**config.mk**
```make
export PLATFORM = sky130hd
export DESIGN_NAME = brick_game_sequencer
export DESIGN_NICKNAME = d
export VERILOG_FILES = /design/src/rtl/brick_game_sequencer_pkg.sv /design/src/rtl/brick_game_sequencer_fall_tick_gen.sv /design/src/rtl/brick_game_sequencer.sv
export SDC_FILE = /design/constraint.sdc
export NUM_CORES = 1
export LEC_CHECK = 0
export BUFFER_PORTS_ARGS = -buffer_cell sky130_fd_sc_hd__buf_2
export CORE_MARGIN = 1.5
export CORE_UTILIZATION = 35
export CTS_CLUSTER_SIZE = 16
export DETAILED_ROUTE_END_ITERATION = 7
export PLACE_DENSITY = 0.61
export SETUP_SLACK_MARGIN = 0.4
export SYNTH_ARGS = -nofsm -noshare
export SYNTH_HDL_FRONTEND = slang
export SYNTH_HIERARCHICAL = 1
export SYNTH_SLANG_ARGS = --single-unit
```
**constraint.sdc**
```tcl
create_clock -name clk -period 2.95 [get_ports clk]
set_input_delay 0.1475 -clock clk [delete_from_list [all_inputs] [get_ports clk]]
set_output_delay 0.1475 -clock clk [all_outputs]
set_load 0.01 [all_outputs]
```
**src/rtl/brick_game_sequencer_pkg.sv**
```systemverilog
// Shared constants, column codes and state type for the brick game controller.
package brick_game_sequencer_pkg;

  localparam int unsigned ROW_COUNT  = 6;
  localparam logic [2:0]  MAX_HEIGHT = 3'(ROW_COUNT - 1);

  localparam logic [1:0] COL_LEFT   = 2'd0;
  localparam logic [1:0] COL_CENTRE = 2'd1;
  localparam logic [1:0] COL_RIGHT  = 2'd2;

  typedef enum logic [1:0] {
    ST_IDLE,
    ST_FALL,
    ST_LAND,
    ST_OVER
  } game_state_t;

  // Stack grows by one, never beyond the top row.
  function automatic logic [2:0] height_inc(input logic [2:0] h);
    return (h >= MAX_HEIGHT) ? MAX_HEIGHT : h + 3'd1;
  endfunction

  // Stack shrinks by one, never below empty.
  function automatic logic [2:0] height_dec(input logic [2:0] h);
    return (h == 3'd0) ? 3'd0 : h - 3'd1;
  endfunction

endpackage

```
**src/rtl/brick_game_sequencer_fall_tick_gen.sv**
```systemverilog
// Programmable-period fall timer: counts while enabled, emits a registered
// one-cycle expiry strobe, and restarts from zero after each expiry.
module fall_tick_gen #(
  parameter int unsigned CNT_W = 25
) (
  input  logic             clk,
  input  logic             reset,
  input  logic             enable,
  input  logic             clear,
  input  logic [CNT_W-1:0] period,
  output logic             expire
);

  logic [CNT_W-1:0] count;
  logic [CNT_W:0]   count_inc;
  logic [CNT_W:0]   limit;

  assign count_inc = {1'b0, count} + (CNT_W + 1)'(1);
  assign limit     = {1'b0, period} - (CNT_W + 1)'(1);

  // The strobe is registered, so it is raised one edge ahead: it is high in
  // the cycle whose count has reached period-1 (or beyond, if the period
  // shortened mid-count).
  always_ff @(posedge clk) begin
    if (reset || clear) begin
      count  <= '0;
      expire <= 1'b0;
    end else if (enable) begin
      if (expire) begin
        count  <= '0;
        expire <= 1'b0;
      end else begin
        count  <= count_inc[CNT_W-1:0];
        expire <= (count_inc >= limit);
      end
    end else begin
      expire <= 1'b0;
    end
  end

endmodule

```
**src/rtl/brick_game_sequencer.sv**
```systemverilog
// Top-level controller for the three-column falling-brick game: stack heights,
// fall pulses, column moves from buttons, scoring and idle/play/over sequencing.
module brick_game_sequencer
  import brick_game_sequencer_pkg::*;
#(
  parameter int unsigned TICK_CYCLES = 25_000_000,
  parameter int unsigned FAST_CYCLES = 2_500_000,
  parameter int unsigned SCORE_W     = 8
) (
  input  logic               clk,
  input  logic               reset,
  input  logic               start,
  input  logic               btn_left,
  input  logic               btn_right,
  input  logic               btn_drop,
  input  logic               plus_gauche,
  input  logic               plus_centre,
  input  logic               plus_droite,
  input  logic               aligne,
  input  logic               perdu,
  input  logic [2:0]         row,
  output logic               pulse,
  output logic [1:0]         col,
  output logic [2:0]         hauteur_gauche,
  output logic [2:0]         hauteur_centre,
  output logic [2:0]         hauteur_droite,
  output logic [SCORE_W-1:0] score,
  output logic               playing,
  output logic               game_over
);

  localparam int unsigned MAX_CYCLES = (TICK_CYCLES > FAST_CYCLES) ? TICK_CYCLES : FAST_CYCLES;
  localparam int unsigned CNT_W      = $clog2(MAX_CYCLES + 1);

  game_state_t      state;
  logic [2:0][2:0]  heights;
  logic [2:0][2:0]  heights_land;
  logic             start_q;
  logic             left_q;
  logic             right_q;
  logic             start_rise;
  logic             left_rise;
  logic             right_rise;
  logic [1:0]       col_moved;
  logic [2:0]       plus_vec;
  logic             landing;
  logic             land_full;
  logic [SCORE_W-1:0] score_inc;
  logic             tick_enable;
  logic             tick_clear;
  logic [CNT_W-1:0] tick_period;

  assign start_rise = start & ~start_q;
  assign left_rise  = btn_left & ~left_q;
  assign right_rise = btn_right & ~right_q;

  assign plus_vec  = {plus_droite, plus_centre, plus_gauche};
  assign landing   = aligne | (|plus_vec);
  assign score_inc = (score == '1) ? score : score + SCORE_W'(1);

  assign tick_enable = (state == ST_FALL);
  assign tick_clear  = start_rise && ((state == ST_IDLE) || (state == ST_OVER));
  assign tick_period = btn_drop ? CNT_W'(FAST_CYCLES) : CNT_W'(TICK_CYCLES);

  fall_tick_gen #(
    .CNT_W (CNT_W)
  ) u_tick (
    .clk    (clk),
    .reset  (reset),
    .enable (tick_enable),
    .clear  (tick_clear),
    .period (tick_period),
    .expire (pulse)
  );

  function automatic logic [2:0] height_at(input logic [2:0][2:0] h, input logic [1:0] c);
    case (c)
      COL_LEFT:   return h[0];
      COL_CENTRE: return h[1];
      COL_RIGHT:  return h[2];
      default:    return 3'd0;
    endcase
  endfunction

  function automatic logic move_blocked(input logic [2:0][2:0] h, input logic [1:0] c,
                                        input logic [2:0] r);
    return ({1'b0, height_at(h, c)} + {1'b0, r}) > {1'b0, MAX_HEIGHT};
  endfunction

  // Column after a button move: single-direction rises only, clamped at the
  // edges, and refused when the brick would overlap the target stack.
  always_comb begin
    col_moved = col;
    if (left_rise && !right_rise && col != COL_LEFT) begin
      if (!move_blocked(heights, col - 2'd1, row)) col_moved = col - 2'd1;
    end else if (right_rise && !left_rise && col != COL_RIGHT) begin
      if (!move_blocked(heights, col + 2'd1, row)) col_moved = col + 2'd1;
    end
  end

  // Heights after this cycle's landing events; a completed line takes
  // priority and pulls the two other stacks down by one.
  always_comb begin
    heights_land = heights;
    land_full    = 1'b0;
    for (int unsigned i = 0; i < 3; i++) begin
      if (aligne) begin
        if (2'(i) != col) heights_land[i] = height_dec(heights[i]);
      end else if (plus_vec[i]) begin
        heights_land[i] = height_inc(heights[i]);
      end
      if (heights_land[i] == MAX_HEIGHT) land_full = 1'b1;
    end
  end

  // Game sequencing, stack/score bookkeeping and button edge history.
  always_ff @(posedge clk) begin
    if (reset) begin
      state   <= ST_IDLE;
      col     <= COL_CENTRE;
      heights <= '0;
      score   <= '0;
      start_q <= 1'b0;
      left_q  <= 1'b0;
      right_q <= 1'b0;
    end else begin
      start_q <= start;
      left_q  <= btn_left;
      right_q <= btn_right;
      case (state)
        ST_IDLE, ST_OVER: begin
          if (start_rise) begin
            state   <= ST_FALL;
            heights <= '0;
            score   <= '0;
            col     <= COL_CENTRE;
          end
        end
        ST_FALL: begin
          col <= col_moved;
          if (pulse) state <= ST_LAND;
        end
        ST_LAND: begin
          heights <= heights_land;
          if (aligne) score <= score_inc;
          col   <= landing ? COL_CENTRE : col_moved;
          state <= (perdu || land_full) ? ST_OVER : ST_FALL;
        end
        default: state <= ST_IDLE;
      endcase
    end
  end

  assign hauteur_gauche = heights[0];
  assign hauteur_centre = heights[1];
  assign hauteur_droite = heights[2];
  assign playing        = (state == ST_FALL) || (state == ST_LAND);
  assign game_over      = (state == ST_OVER);

endmodule

```
After elaboration in Yosys (flattened, before gate mapping)
Cells that the tools add are included.
- add/subtract/negate cells: 13
- $lt $le $gt $ge: 6
- eq/ne operators: 18
- mux-type cells: 41
- bitwise logic cells: 8
- reductions and logical operators: 25
- operators by type and width (cell ; count):
    $mux W3 ; 18
    $mux W25 ; 2
    $add A25 B1 Y26 const B ; 1
    $ge A26 B26 Y1 ; 1
    $sub A25 B1 Y26 const B ; 1
    $mux W8 ; 3
    $pmux W3 S3 ; 2
    $pmux W9 S2 ; 1
    $mux W2 ; 8
    $pmux W8 S2 ; 1
    $pmux W2 S3 ; 2
    $add A3 B1 Y3 const B ; 3
    $eq A3 B3 Y1 const B ; 3
    $ge A3 B3 Y1 const B ; 3
    $logic_not A3 Y1 ; 3
    $mux W9 ; 1
    $sub A3 B1 Y3 const B ; 3
    $add A3 B3 Y4 ; 2
    $add A8 B1 Y8 const B ; 1
    $eq A2 B2 Y1 const B ; 4
    $eq A8 B8 Y1 const B ; 1
    $gt A4 B3 Y1 const B ; 2
    $ne A2 B2 Y1 const B ; 4
    $eq A2 B1 Y1 const B ; 3
    other kinds (18) ; 38
- register bits: 50
- input port bits: 14

Logic depth before layout (Yosys ltp)
Gate-level depths: netlist of the first run.
- depth in word-level cells: 14
- gate-level depth with buffers: 14

By module
The synthesis of the first run kept the hierarchy.
- modules (own cells, without submodules) (module ; times used ; cells each ; area an instance (µm²) ; seq. area each (µm²)):
    fall_tick_gen ; 1 ; 320 ; 2538.7 ; 520.5
    brick_game_sequencer ; 1 ; 260 ; 2154.6 ; 480.5

Least setup slack after synthesis of the first run
OpenSTA, ideal clock, no wires.
- kind: reg2reg
- from: register col[0]
- to: register col[1]
- library setup time: 0.132 ns
- data arrival time: 2.656 ns
- slack: 0.162 ns
- stages on the path, launching flop included: 13
- path buffers: 0
- period minus slack after synthesis: 2.788 ns
- cell sequence: dfxtp_1 inv_1 ha_1 nor2_1 ha_1 inv_1 fa_1 inv_1 a221o_1 a211o_1 o211a_1 o211ai_1 a21oi_1
- cells in the longest elaborated chain, start to end: 12
- RTL lines (item ; RTL line ; source):
    start, declared ; brick_game_sequencer.sv:23 ; output logic [1:0] col,
    start signal, assigned ; brick_game_sequencer.sv:140 ; col <= col_moved;
    start signal, assigned ; brick_game_sequencer.sv:146 ; col <= landing ? COL_CENTRE : col_moved;
    $add A2 B1 Y2 ; brick_game_sequencer.sv:97 ; if (!move_blocked(heights, col + 2'd1, row)) col_moved = col + 2'd1;
    $eq A2 B2 Y1 (tied with other cells) ; brick_game_sequencer.sv:77 ; case (c)
    $pmux W3 S3 ; brick_game_sequencer.sv:77 ;
    $mux W3 ; brick_game_sequencer.sv:96 ; end else if (right_rise && !left_rise && col != COL_RIGHT) begin
    $mux W3 ; brick_game_sequencer.sv:94 ; if (left_rise && !right_rise && col != COL_LEFT) begin
    $add A3 B3 Y4 ; brick_game_sequencer.sv:87 ; return ({1'b0, height_at(h, c)} + {1'b0, r}) > {1'b0, MAX_HEIGHT};
    $gt A4 B3 Y1 ; brick_game_sequencer.sv:87 ;
    $mux W2 ; brick_game_sequencer.sv:97 ;
    $mux W2 ; brick_game_sequencer.sv:96 ;
    $mux W2 (*) ; brick_game_sequencer.sv:94 ;
    $mux W2 ; brick_game_sequencer.sv:146 ;
    $pmux W2 S3 (*) ; brick_game_sequencer.sv:130 ; case (state)
Every way passes the cells marked *; elsewhere a longest branch is shown, timed or not. The select of a mux whose other input is x is not followed.
A chain may end at the register's enable or synchronous reset.

Worst setup path after layout of the first run
- from: register col[1]
- to: register col[1]
Same word-level chain as after synthesis.

==> results of run 1 <==
[power by group]
group,switching (uW),internal [uW],total [uW]
clock network,249,334,583
logic,220,150,371
registers,17.4,684,701
[cells in the final DEF (no fill, tap or decap), drive strengths merged, types with 8 or more instances in the layout]
master	n
buf	55
ha	61
nand2	46
nor3	17
nand2b	14
xor2	31
xnor2	21
nand3	20
nor2	56
o21ai	29
dfxtp	50
conb	32
nand4	11
a22oi	13
a21oi	29
o31ai	10
and3	8
inv	30
nor2b	10
[layer usage]
| metal | global-route usage [%] | up-vias | routed length, microns |
|---|---|---|---|
| met5 | 0 | - | 0 |
| met4 | 3.84 | 0 | 109 |
| met3 | 1.88 | 7 | 291 |
| met2 | 30.1 | 67 | 5790 |
| met1 | 20.7 | 2012 | 5290 |
| li1 | - | 2205 | - |
[final timing paths]
check,startpoint,end,slack [ns],depth (start not counted)
min reg2reg,u_tick/count[9],u_tick/count[9],0.49,1
min,btn_left,left_q,0.08,2
max reg2reg,col[1],col[1],0.20,13
max,col[1],col[1],0.20,13
[kinds of logic after synthesis]
logic type,count (synthesis),synth area share [%]
buf+inv,51,4.72
mux,6,1.28
xor+xnor,52,9.70
flops,50,21.3
simple gates,221,25.5
other cells,2,0.160
compound gates,135,20.2
fa+ha+maj,63,17.1
[state kept, by name (all words and copies together), names as in the netlist]
| name | flops |
|---|---|
| u_tick/count | 25 |
| score | 8 |
| left_q | 1 |
| col | 2 |
| hauteur_gauche | 3 |
| right_q | 1 |
| u_tick/expire | 1 |
| hauteur_droite | 3 |
| start_q | 1 |
| state | 2 |
| hauteur_centre | 3 |
[metrics by stage]
stage          instance area [sq um]  hold slack (ns)  cells  setup WS [ns]  util (%)
5_1_grt                         5570            0.109    827         0.0524      42.2
2_1_floorplan                   4870            0.276    610          0.367         -
6_report                        5570           0.0830    827          0.203      42.2
4_1_cts                         5430           0.0723    823          0.205      41.2
3_5_place_dp                    5250            0.378    814          0.171      39.8
3_3_place_gp                    5250            0.374    814          0.242      39.8
[synth_stat cells, types with 9 or more instances]
master and count:
ha_1 61, nor2_1 56, dfxtp_1 50, nand2_1 45
xor2_1 31, a21oi_1 29, inv_1 29, o21ai_0 26
xnor2_1 21, nand3_1 18, nor3_1 15, nand2b_1 14
a22oi_1 13, clkbuf_1 13, nand4_1 11, o31ai_1 10
nor2b_1 9
[layout make-up]
type / instances / area, sq um
Tap cell: 176 / 220
Sequential cell: 50 / 1030
Fill cell: 1359 / 7620
Clock buffer: 7 / 143
Timing Repair Buffer: 55 / 325
Multi-Input combinational cell: 509 / 3730
Inverter: 30 / 118
[timing repair]
action / in CTS / in global routing
hold buffers: 0 / 0
pin swaps: 1 / 19
buffers inserted: 2 / 4
resized for setup: 10 / 36
endpoints found under the setup margin: 3 / 9
[worst max-delay path: cells and delay by family (launching register included)]
kind | cells | cell delay [ns]
AOI/OAI and AO/OA | 6 | 1.06
adders and majority gates | 3 | 0.85
DFF | 1 | 0.39
buffers and inverters | 3 | 0.19
and+or+nand+nor | 1 | 0.12
==> out/metrics.csv, run 1 <==
stage;metric;value;unit
yosys;synth_edf_count;0;
die;dieArea;14100;sq um
setup_path;required;3.12;ns
clock_network;clock-sinks;50;
die;die_y;119;microns
routing;wl_per_cell;13.9;microns
power_and_ir_drop;ir_drop;0.174;mV
die;fp.dieW;119;microns
place;dp_hpwl;8.83;mm
yosys;synth_seq_area_share;21.3;%
routing;route.antenna.remaining_nets;0;
yosys;ys_async_sr_fraction;0;%
hold_path;hp-class;in -> reg;
clock_network;cts-root-buf;clkbuf_16;
routing;routed_wl;11.5;mm
sta;fin_crit_sh;93.1;%
layout;drive_gt1_share;19.7;%
outcome;status;finished, final reports clean;
layout;diodes;0;
yosys;syn_area;4690;sq um
sta;relSlewSlack;64.4;%
routing;drtIter0Drc;272;
global_route;antenna_found_initial;0;
yosys;yosys.cell_types.count;76;
clock_network;htreeDepth;2;
setup_path;critPathMostFrequentCell;inv_1;
die;start_util;35.6;%
sta;finalSetupViolations;0;
yosys;synth_top_cell_area_share;21.3;%
yosys;syn_avg_cell_area;8.09;sq um
power_and_ir_drop;power;1650;uW
routing;firstDrtPassIters;5;
sta;fmax;0.364;GHz
layout;finalNetCount;728;
yosys;syn_inst;580;
global_route;grt_first_pass_wirelength;19.4;mm
routing;vias;4291;
clock_network;cts_buffers;5;
sta;timing.final.hold_violations;0;
job;maxCapViolCount;0;
sta;fin_skew;0.00672;ns
routing;drc_errors;0;
setup_path;slowest_stage;fa_1;
global_route;grt_pass1_vias;4090;
layout;syn2layout_area_growth;18.6;%
yosys;yosysTopAreaCell;dfxtp_1;
place;gp_congestion;0.802;
global_route;grtUsageTotal;16.5;%
global_route;grt_max_degree;25;
power_and_ir_drop;power_density;297;nW/um^2
yosys;yosysWarnings;6;
die;rows;42;
sta;tns;0;ns
yosys;synthFlopType;dfxtp_1;
die;fp.coreArea;13200;sq um
setup_path;crit_path_max_incr_delay;0.50;ns
global_route;gr-total-overflow;0;
setup_path;cp-end-kind;flip-flop;
clock_network;clk_latency;0.29;ns
clock_network;clk_pin_slew;0.07;ns
power_and_ir_drop;p_leak;0.00239;uW
sta;worst-slew-pin-transition;0.534;ns
yosys;synthTopCellsByArea;dfxtp_1 (21%), ha_1 (16%), xor2_1 (5.8%), nor2_1 (4.5%), xnor2_1 (3.9%);
setup_path;crit_type;reg -> reg;
place;numPortBuffers;35;
routing;vias_per_cell;5.19;
clock_network;clk_path_buf_depth;2;
sta;rsz0062_at_grt;true;
clock_network;cts_tree;built;
die;boundaryPins;36;
setup_path;path_cells;inv_4, ha_4, a222oi_1, nor2_1, ha_2, inv_1, fa_1, inv_1, a221o_1, a211o_1, o211a_1, o211ai_1, a21oi_1;
setup_path;startpoint_type;flip-flop;
setup_path;worstPathArrival;2.91;ns
sta;slew_violations;0;
sta;min_period;2.75;ns
yosys;synth-seq-cells;50;
setup_path;worstPathMaxFanout;6;
Power figures use the tool's default switching activity.
==> run 2, diff against run 1 <==
--- a/config.mk
+++ b/config.mk
@@ -10,7 +10,8 @@
 export CORE_UTILIZATION = 35
 export CTS_CLUSTER_SIZE = 16
 export DETAILED_ROUTE_END_ITERATION = 7
-export PLACE_DENSITY = 0.61
+export GPL_TIMING_DRIVEN = 0
+export PLACE_DENSITY_LB_ADDON = 0.1
 export SETUP_SLACK_MARGIN = 0.4
 export SYNTH_ARGS = -nofsm -noshare
 export SYNTH_HDL_FRONTEND = slang
==> out/metrics.csv, run 2 (same netlist as run 1, synthesis figures left out) <==
stage;metric;value;unit
die;die_y;119;microns
place;gp_congestion;0.878;
sta;tns;0;ns
routing;drc_errors;0;
power_and_ir_drop;ir_drop;0.287;mV
sta;holdWs;0.0743;ns
global_route;gr-total-overflow;0;
clock_network;clk_latency;0.30;ns
layout;finalNetCount;743;
place;place_inst;821;
clock_network;clk_pin_slew;0.07;ns
routing;routed_wl;11.8;mm
setup_path;slowest_stage;fa_1;
place;numPortBuffers;35;
routing;vias_per_cell;5.15;
clock_network;cts_buffers;5;
layout;mostFrequentLayoutCells;nor2_1 (53), ha_1 (52), nand2_1 (45);
global_route;grt_max_degree;17;
layout;n_fill_cell;1382;
setup_path;r2r_slack;0.19;ns
power_and_ir_drop;pwr-share-comb;22.5;%
clock_network;cts_tree;built;
routing;firstDrtPassIters;7;
layout;syn2layout_area_growth;20.6;%
layout;reg_top3;u_tick/count: 25 flops, score: 8 flops;
clock_network;htreeDepth;2;
power_and_ir_drop;swShare;29.5;%
power_and_ir_drop;power_frac_clock;37.9;%
global_route;grt_pass1_vias;4223;
sta;fin_skew;0.00682;ns
die;boundaryPins;36;
global_route;grt_first_pass_wirelength;20.1;mm
global_route;grtUsageTotal;17.1;%
sta;fmax;0.362;GHz
layout;diodes;0;
routing;wl_per_cell;14.0;microns
die;dieArea;14100;sq um
power_and_ir_drop;p_leak;0.00244;uW
die;fp.coreArea;13200;sq um
setup_path;worstPathMaxFanout;6;
power_and_ir_drop;power_switching;526;uW
sta;timing.final.hold_violations;0;
die;start_util;35.6;%
clock_network;clk_path_buf_depth;2;
clock_network;cts_hold_buf;0;
layout;drive_gt1_share;18.7;%
layout;max_flop_register;u_tick/count;
sta;relSlewSlack;63.5;%
sta;slew_violations;0;
power_and_ir_drop;intPower;1260;uW
setup_path;startpoint_type;flip-flop;
routing;vias;4344;
layout;largest_reg_flops;25;
layout;postLayoutCoreUtil;42.9;%
setup_path;crit_type;reg -> reg;
sta;fin_crit_sh;93.6;%
setup_path;cp-end-kind;flip-flop;
clock_network;cts-root-buf;clkbuf_16;
sta;worst-slew-pin-transition;0.548;ns
routing;route.antenna.remaining_nets;0;
power_and_ir_drop;power_density;315;nW/um^2
die;rows;42;
layout;layout_commonest_cell;nor2_1;
setup_path;required;3.12;ns
die;fp.dieW;119;microns
power_and_ir_drop;p_seq_share;39.6;%
setup_path;worstPathArrival;2.93;ns
routing;drtIter0Drc;217;
hold_path;hp-class;in -> reg;
outcome;status;finished, final reports clean;
global_route;antenna_found_initial;0;
place;dp_hpwl;9.15;mm
power_and_ir_drop;power;1780;uW
sta;min_period;2.76;ns
setup_path;crit_path_max_incr_delay;0.50;ns
layout;stdcell_count;843;
job;maxCapViolCount;0;
sta;finalSetupViolations;0;
setup_path;path_cells;inv_6, ha_4, a222oi_1, nor2_1, ha_2, inv_2, fa_1, inv_1, a221o_1, a211o_1, o211a_1, o211ai_1, a21oi_1;
sta;rsz0062_at_grt;true;
clock_network;clock-sinks;50;
## run 2: cell count changes in the layout (fill, tap and decap cells not counted), moves of 4 or more
cell / before / now
clkbuf_4: 0 / 4
dfxtp_2: 8 / 3
clkbuf_1: 1 / 6
dfxtp_1: 36 / 44
## run 2: critical path, delay by kind of cell, from the launching register on
family          cells  cell delay [ns]
flops               1             0.39
fa+ha+maj           3             0.85
buf+inv             3             0.18
compound gates      6             1.07
simple gates        1             0.13
## run 2: final cells by class
type	instances	area, sq um	area share [%]
Clock inverter	3	45.0	0.796
Buffer	21	141	2.50
Multi-Input combinational cell	509	3710	65.5
Timing Repair Buffer	48	273	4.82
Inverter	30	126	2.23
Clock buffer	5	125	2.21
Timing Repair inverter	1	5.00	0.0884
Tap cell	176	220	3.89
Sequential cell	50	1020	18.0
## run 2: power by group through the flow
stage / logic [uW] / clock network (uW) / registers (uW)
5_1_grt: 450 / 723 / 709
2_1_floorplan: 254 / 0 / 718
3_3_place_gp: 344 / 0 / 720
3_5_place_dp: 348 / 0 / 722
4_1_cts: 390 / 701 / 706
6_report: 401 / 677 / 706
## run 2: stage by stage
step                      area [sq um]  setup slack (ns)
after floorplan                   4870             0.367
after global placement            5270            -0.154
after detailed placement          5270            -0.234
after CTS                         5610             0.191
after global routing              5660            0.0325
final                             5660             0.189
## run 2: final timing paths
kind	cells after the start	to	from
worst max register to register	13	col[1]	col[1]
worst max-delay path	13	col[1]	col[1]
worst min register to register	1	u_tick/count[23]	u_tick/count[23]
worst min-delay path	2	right_q	btn_right
## run 2: timing repair
item                       in CTS  in global routing
setup buffers                  10                  3
gates cloned                    1                  0
setup endpoints to repair      20                 20
resized for setup              28                 15
pin swaps                       9                  2
## run 2: metal layers
| metal | vias up | track usage (%) | share of wire [%] |
|---|---|---|---|
| met5 | - | 0 | 0 |
| met3 | 17 | 1.93 | 2.5 |
| met1 | 2005 | 21.0 | 46 |
| met4 | 0 | 4.89 | 1.7 |
| li1 | 2242 | - | - |
| met2 | 80 | 31.4 | 50 |
==> run 3, diff against run 2 <==
--- a/config.mk
+++ b/config.mk
@@ -6,6 +6,7 @@
 export NUM_CORES = 1
 export LEC_CHECK = 0
 export BUFFER_PORTS_ARGS = -buffer_cell sky130_fd_sc_hd__buf_2
+export CORE_ASPECT_RATIO = 1.4
 export CORE_MARGIN = 1.5
 export CORE_UTILIZATION = 35
 export CTS_CLUSTER_SIZE = 16
==> out/metrics.csv, run 3 (same netlist as run 1, synthesis figures left out) <==
stage;metric;value;unit
layout;n_fill_cell;1392;
global_route;antenna_found_initial;0;
power_and_ir_drop;ir_drop;0.192;mV
outcome;status;finished, final reports clean;
routing;route.antenna.remaining_nets;0;
layout;layout_commonest_cell;ha_1;
global_route;grt_pass1_vias;4197;
place;place_inst;823;
place;dp_hpwl;9.28;mm
layout;stdcell_count;843;
die;fp.dieW;101;microns
die;fp.coreArea;13000;sq um
routing;vias_per_cell;5.11;
global_route;gr-total-overflow;0;
clock_network;clk_latency;0.30;ns
die;rows;49;
sta;slew_violations;0;
sta;final_critical_path_setup_slack;0.185;ns
clock_network;cts_buffers;5;
setup_path;startpoint_type;flip-flop;
setup_path;rr_startpoint;col[1];
sta;rsz0062_at_grt;true;
power_and_ir_drop;power_density;303;nW/um^2
place;numPortBuffers;35;
routing;drc_errors;0;
setup_path;worstSetupStartpoint;col[1];
sta;fin_crit_sh;93.7;%
setup_path;required;3.12;ns
hold_path;hp-class;in -> reg;
sta;holdWs;0.0834;ns
power_and_ir_drop;p_leak;0.00243;uW
clock_network;cts-root-buf;clkbuf_16;
setup_path;cp-end-kind;flip-flop;
setup_path;worstPathArrival;2.93;ns
layout;drive_gt1_share;17.4;%
layout;max_flop_register;u_tick/count;
clock_network;clk_pin_slew;0.07;ns
routing;firstDrtPassIters;4;
setup_path;worstPathMaxFanout;5;
clock_network;clk_path_buf_depth;2;
sta;tns;0;ns
sta;timing.final.hold_violations;0;
power_and_ir_drop;power;1690;uW
die;boundaryPins;36;
sta;relSlewSlack;64.2;%
clock_network;cts_tree;built;
layout;syn2layout_area_growth;19.0;%
die;dieArea;14100;sq um
global_route;grt_first_pass_wirelength;20.0;mm
global_route;grt_max_degree;17;
die;start_util;36.1;%
layout;largest_reg_flops;25;
layout;mostFrequentLayoutCells;ha_1 (56), nor2_1 (54), nand2_1 (45);
layout;reg_top3;u_tick/count: 25 flops, score: 8 flops;
sta;fmax;0.362;GHz
routing;routed_wl;11.9;mm
setup_path;path_cells;inv_6, ha_4, a222oi_1, nor2_1, ha_2, inv_2, fa_1, inv_1, a221o_1, a211o_1, o211a_1, o211ai_1, a21oi_1;
clock_network;clock-sinks;50;
clock_network;cts_hold_buf;0;
routing;vias;4305;
layout;diodes;0;
setup_path;slowest_stage;fa_1;
global_route;grtUsageTotal;17.5;%
setup_path;rr_endpoint;col[1];
clock_network;htreeDepth;2;
sta;finalSetupViolations;0;
setup_path;crit_path_max_incr_delay;0.53;ns
routing;wl_per_cell;14.1;microns
setup_path;reg2reg_depth;13;
layout;finalNetCount;741;
setup_path;cp-endpoint;col[1];
setup_path;crit_type;reg -> reg;
job;maxCapViolCount;0;
setup_path;r2r_slack;0.19;ns
place;pre_cts_ws;-0.290;ns
routing;drtIter0Drc;189;
sta;fin_skew;0.00900;ns
sta;worst-slew-pin-transition;0.537;ns
place;gp_congestion;0.829;
sta;min_period;2.76;ns
die;die_y;140;microns
[run 3: through the flow]
step	utilization (%)	area, sq um
after floorplan	-	4870
after global placement	40.5	5270
after detailed placement	40.5	5270
after CTS	42.5	5530
after global routing	43.0	5590
final	43.0	5590
[run 3: critical path: cells and delay by family, from the launching register on]
family	cells	cell delay, ns
adders and majority gates	3	0.87
and+or+nand+nor	1	0.13
DFF	1	0.39
buffers and inverters	3	0.17
AOI/OAI and AO/OA	6	1.07
[run 3: worst min path at each step]
| stage | startpoint | to | slack [ns] | cells past startpoint |
|---|---|---|---|---|
| after floorplan | btn_left | left_q | 0.28 | 1 |
| after global placement | btn_left | left_q | 0.39 | 2 |
| after detailed placement | btn_left | left_q | 0.39 | 2 |
| after CTS | btn_left | left_q | 0.08 | 2 |
| after global routing | btn_right | right_q | 0.09 | 2 |
| final | btn_left | left_q | 0.08 | 2 |
[run 3: timing repair]
action,CTS,global route
pin swaps,4,8
gates cloned,1,0
setup buffers,6,5
endpoints found under the setup margin,21,22
resized for setup,21,12
[run 3: layer usage]
metal / vias to the layer above / track usage (%) / routed length, microns
li1: 2232 / - / -
met1: 2009 / 19.9 / 5130
met2: 52 / 33.3 / 6340
met3: 12 / 1.90 / 271
met4: 0 / 5.11 / 168
met5: - / 0 / 0
[run 3: layout make-up]
class                           instances  area (sq um)  area share, %
Timing Repair Buffer                   46           258           4.61
Tap cell                              178           223           3.99
Timing Repair inverter                  1          5.00         0.0896
Sequential cell                        50          1020           18.2
Multi-Input combinational cell        509          3680           65.8
Clock inverter                          3          18.8          0.336
Clock buffer                            5           125           2.24
Inverter                               30           126           2.26
Buffer                                 21           136           2.44
[run 3: where the power goes]
group	total, uW	switching, uW	internal [uW]
Clock	595	280	315
Sequential	705	18.0	687
Combinational	395	235	161
Total	1690	532	1160
